File: src/rtl/lix_pkg.sv
// Shared definitions for lix register blocks: reset data value and the
// elaboration-time log2 helper used to size occupancy counters.
package lix_pkg;

   localparam bit LIX_RST_DATA = 1'b0;

   function automatic int lix_clog2(input int n);
      int r;
      r = 0;
      for (int i = 0; i < 32; i++) begin
         if ((1 << r) < n) begin
            r = r + 1;
         end
      end
      return r;
   endfunction

endpackage

File: src/rtl/lix_pipe_stage.sv
// One valid+data stage of the lix elastic pipeline.
// Data is written only when a valid word arrives.
module lix_pipe_stage
   import lix_pkg::*;
#(
   parameter int W = 32
) (
   input  logic         clk_i,
   input  logic         rst_ni,
   input  logic         load,
   input  logic         src_vld,
   input  logic [W-1:0] src_x,
   output logic         v,
   output logic [W-1:0] d
);

   always_ff @(posedge clk_i or negedge rst_ni) begin
      if (!rst_ni) begin
         v <= 1'b0;
         d <= {W{LIX_RST_DATA}};
      end else if (load) begin
         v <= src_vld;
         if (src_vld) begin
            d <= src_x;
         end
      end
   end

endmodule

File: src/rtl/lix_pipe_reg.sv
// Elastic DEPTH-stage register pipeline with bubble collapse,
// global stall, synchronous flush and occupancy count.
module lix_pipe_reg
   import lix_pkg::*;
#(
   parameter int W     = 32,
   parameter int DEPTH = 2,
   parameter int CNT_W = lix_clog2(DEPTH + 1)
) (
   input  logic             clk_i,
   input  logic             rst_ni,
   input  logic             i_vld,
   output logic             o_rdy,
   input  logic [W-1:0]     i_x,
   output logic             o_vld,
   input  logic             i_rdy,
   output logic [W-1:0]     o_z,
   input  logic             i_en,
   input  logic             i_flush,
   output logic [CNT_W-1:0] o_cnt
);

   logic [DEPTH-1:0]        v;
   logic [DEPTH-1:0][W-1:0] d;
   logic [DEPTH:0]          r;
   logic                    go;
   logic [CNT_W-1:0]        cnt;

   assign go       = i_en & ~i_flush;
   assign r[DEPTH] = i_rdy;

   // Flush reuses the load path with a forced bubble, so data stays put.
   for (genvar k = 0; k < DEPTH; k++) begin : g_stage
      logic         load;
      logic         src_vld;
      logic [W-1:0] src_x;

      assign r[k] = ~v[k] | r[k+1];
      assign load = i_flush | (i_en & r[k]);

      if (k == 0) begin : g_head
         assign src_vld = i_vld & ~i_flush;
         assign src_x   = i_x;
      end else begin : g_body
         assign src_vld = v[k-1] & ~i_flush;
         assign src_x   = d[k-1];
      end

      lix_pipe_stage #(
         .W(W)
      ) u_stage (
         .clk_i   (clk_i),
         .rst_ni  (rst_ni),
         .load    (load),
         .src_vld (src_vld),
         .src_x   (src_x),
         .v       (v[k]),
         .d       (d[k])
      );
   end

   always_comb begin
      cnt = '0;
      for (int k = 0; k < DEPTH; k++) begin
         cnt = cnt + CNT_W'(v[k]);
      end
   end

   assign o_rdy = r[0] & go;
   assign o_vld = v[DEPTH-1] & go;
   assign o_z   = d[DEPTH-1];
   assign o_cnt = cnt;

endmodule

File: config.mk
export PLATFORM = sky130hd
export DESIGN_NAME = lix_pipe_reg
export DESIGN_NICKNAME = d
export VERILOG_FILES = /design/src/rtl/lix_pkg.sv /design/src/rtl/lix_pipe_stage.sv /design/src/rtl/lix_pipe_reg.sv
export SDC_FILE = /design/constraint.sdc
export NUM_CORES = 1
export LEC_CHECK = 0
export CORE_AREA = 2 2 66 116
export CTS_CLUSTER_DIAMETER = 80
export DETAILED_ROUTE_END_ITERATION = 16
export DIE_AREA = 0 0 68 118
export GPL_TIMING_DRIVEN = 0
export PLACE_DENSITY = 0.69
export SETUP_SLACK_MARGIN = 0.3
export SYNTH_ARGS = -nofsm -noshare
export SYNTH_HDL_FRONTEND = slang
export SYNTH_HIERARCHICAL = 1
export SYNTH_SLANG_ARGS = --single-unit
export TNS_END_PERCENT = 10
File: constraint.sdc
create_clock -name clk_i -period 3 [get_ports clk_i]
set_input_delay 0.75 -clock clk_i [delete_from_list [all_inputs] [get_ports clk_i]]
set_output_delay 0.75 -clock clk_i [all_outputs]
set_load 0.05 [all_outputs]
==> metrics.txt, run 1 <==
outcome finished, final reports clean; CP startpoint i_rdy; Die Y 118 um; leading cell type by number of instances after synthesis dfrtp_1; standard-cell rows 41; DRT Wirelength 4960 um; Area Overhead vs Synth 40.1%; Crit path buffers/inverters 2; largest net degree at the start of global routing 67; sequential share of the synthesized area 0.597; reg2reg end g_stage[0].u_stage/d[11]; IO Port Bufs 73; Remaining Overflow, GRT 0; ys async rst share 1.00; YS warnings 6; syn_area_per_cell 18.2 um2; ys flop type dfrtp_1; Synth area leaders dfrtp_1, mux2_4, buf_6; Max clock buf depth 2; count of final hold-check violations 0; n_diodes 0; Slew Limit Fails 0; Peak VDD IR 0.000469 V; Crit Path Class primary input to output pin; flop2flop setup slack 1.44 ns; crit path max fanout 2; htree depth 3; clock root cell clkbuf_16; Final min period 2.67 ns; CP arrival 1.92 ns; Setup TNS 0 ns; Pleak 1.86 nW; die width 68 um; Filler cells 572; number of flops mapped to enable cells by yosys 0; Via Count 1509; HPWL Detailed 3470 um; r2r worst-path depth 5; Final Cycle Share 0.888; Total Power 3.68 mW; number of vias per cell 4.63; nets 275; Reg clk slew, reported paths 0.05 ns; PwrDens 948 nW/um2; # hold bufs at CTS 0; required time of the critical path 2.25 ns; Pre-antenna DRT Iters 4; vias in the first global route 1648; wire per inst 15.2 um; max-cap viol count 0; die area 8020 um2; flip-flop and latch area 1650 um2; Synth cell types 15; antenna violations before repair 0; DRC violations left 0; endpoints failing setup 0; CP max stage cell clkdlybuf4s50_1; Yosys reg bits 66; post-synth net total 191; Crit path largest cell delay 0.47 ns; dpl cells 311; max_slew headroom 0.465; Cells after Synth 152; CTS Sinks 66; antenna viol nets, final 0; largest area contributor in the netlist dfrtp_1; aggregate global-route resource usage 0.142; DRT iter0 DRCs 83; Hold/Removal Path Class register to register; gp weighted congestion 0.710; WP depth 4; Startpoint Class primary input; f_max 0.375 GHz; CTS tree built; Hold Worst Slack 0.502 ns; mapped cell area 2770 um2; clk_skew 0.00189 ns; commonest cells in the netlist dfrtp_1, mux2_4, buf_6, mux2_2, inv_1; Hold Startpoint g_stage[0].u_stage/d[30]; worst skew pair latency 0.32 ns; worst-path cell chain clkdlybuf4s50_1, and3b_1, nor3_2, clkdlybuf4s15_2; layout cell share with drive strength beyond 1 0.383; RSZ-0062 raised after global routing false; Ports 74; TritonCTS Buffers 9; Setup crit end kind output pin; Top delay family on crit path buffers and inverters; critical path endpoint o_rdy; initial core utilization 0.391; first-pass GRT wire length 8300 um; Multi-input gate area 1040 um2; launch point of the worst reg-to-reg path g_stage[1].u_stage/v; top cell type's share of synthesized area 0.597; Core Box Area 7080 um2; worst-margin pin slew 0.803 ns; non-filler instance count after layout 326
## layout make-up
class,count,area share
tap,86,0.0278
buffer,6,0.0174
timing repair buffer,73,0.187
sequential,66,0.426
clock inverter,3,0.00387
multi-input combinational,77,0.269
inverter,3,0.00291
clock buffer,12,0.0662
## state kept, by name, summed over array words and instances, names as in the netlist
register and cells:
g_stage.u_stage/v 2, g_stage.u_stage/d 64
## cells by family (layout without fill, tap and decap cells)
| logic type | Yosys count | in the layout | share of synthesized area |
|---|---|---|---|
| DFF | 66 | 66 | 0.597 |
| adders and majority gates | 1 | 1 | 0.00452 |
| and+or+nand+nor | 8 | 8 | 0.0208 |
| buffers and inverters | 9 | 97 | 0.0285 |
| AOI/OAI and AO/OA | 4 | 4 | 0.0104 |
| muxes | 64 | 64 | 0.339 |
## cell usage in the layout, fill, tap and decap left out
cell	netlist	layout
clkdlybuf4s50_1	0	70
dfrtp_1	66	66
mux2_4	58	58
clkbuf_16	0	9
buf_6	6	6
mux2_2	6	6
inv_1	3	3
clkinv_2	0	3
nor2b_1	2	2
clkbuf_8	0	2
nand2_2	2	2
o21ai_0	2	2
nand2b_1	1	1
a21o_1	1	1
and3b_1	1	1
nor3_2	1	1
nor3b_2	0	1
o21bai_2	1	1
ha_1	1	1
clkbuf_1	0	1
buf_4	0	1
clkdlybuf4s15_2	0	1
clkbuf_2	0	1
## what timing repair did
action | 4_1_cts | 5_1_grt
setup endpoints to repair | 2 | 1
setup buffers | 0 | 0
gates resized for setup | 4 | 2
pin swaps | 0 | 0
## stage by stage
stage	utilization	instance area (um2)	setup slack, ns
finish	0.548	3880	0.335
global placement	0.510	3610	-0.989
CTS	0.548	3880	0.223
detailed placement	0.510	3610	-0.0964
global route	0.548	3880	0.301
floorplan	-	2770	0.701
## worst min path at each step
| stage | to | depth (start not counted) |
|---|---|---|
| after floorplan | g_stage[0].u_stage/d[0] | 0 |
| after global placement | g_stage[0].u_stage/d[31] | 1 |
| after detailed placement | g_stage[1].u_stage/d[25] | 1 |
| after CTS | g_stage[1].u_stage/d[6] | 1 |
| after global routing | g_stage[1].u_stage/d[6] | 1 |
| final | g_stage[0].u_stage/d[30] | 1 |
## power breakdown
| part | internal, mW | switching (mW) |
|---|---|---|
| registers | 1.14 | 0.144 |
| clock network | 0.594 | 0.334 |
| logic | 0.652 | 0.809 |
## routing by layer
layer | GRT usage | wire length [um] | vias to the layer above
met1 | 0.177 | 2140 | 752
met5 | 0 | 0 | -
met3 | 0.0478 | 239 | 10
met2 | 0.212 | 2490 | 52
li1 | - | - | 695
met4 | 0.0750 | 96 | 0
Power figures use the tool's default switching activity.
==> run 2: changes to the inputs <==
GPL_ROUTABILITY_DRIVEN = 0   (was default)
==> results of run 2 <==
Same layout as run 1: the final DEF is identical, and so are final timing and power.
==> run 3: changes to the inputs <==
CAP_MARGIN = 20   (was default)
==> results of run 3 <==
Same layout as run 1: the final DEF is identical, and so are final timing and power.
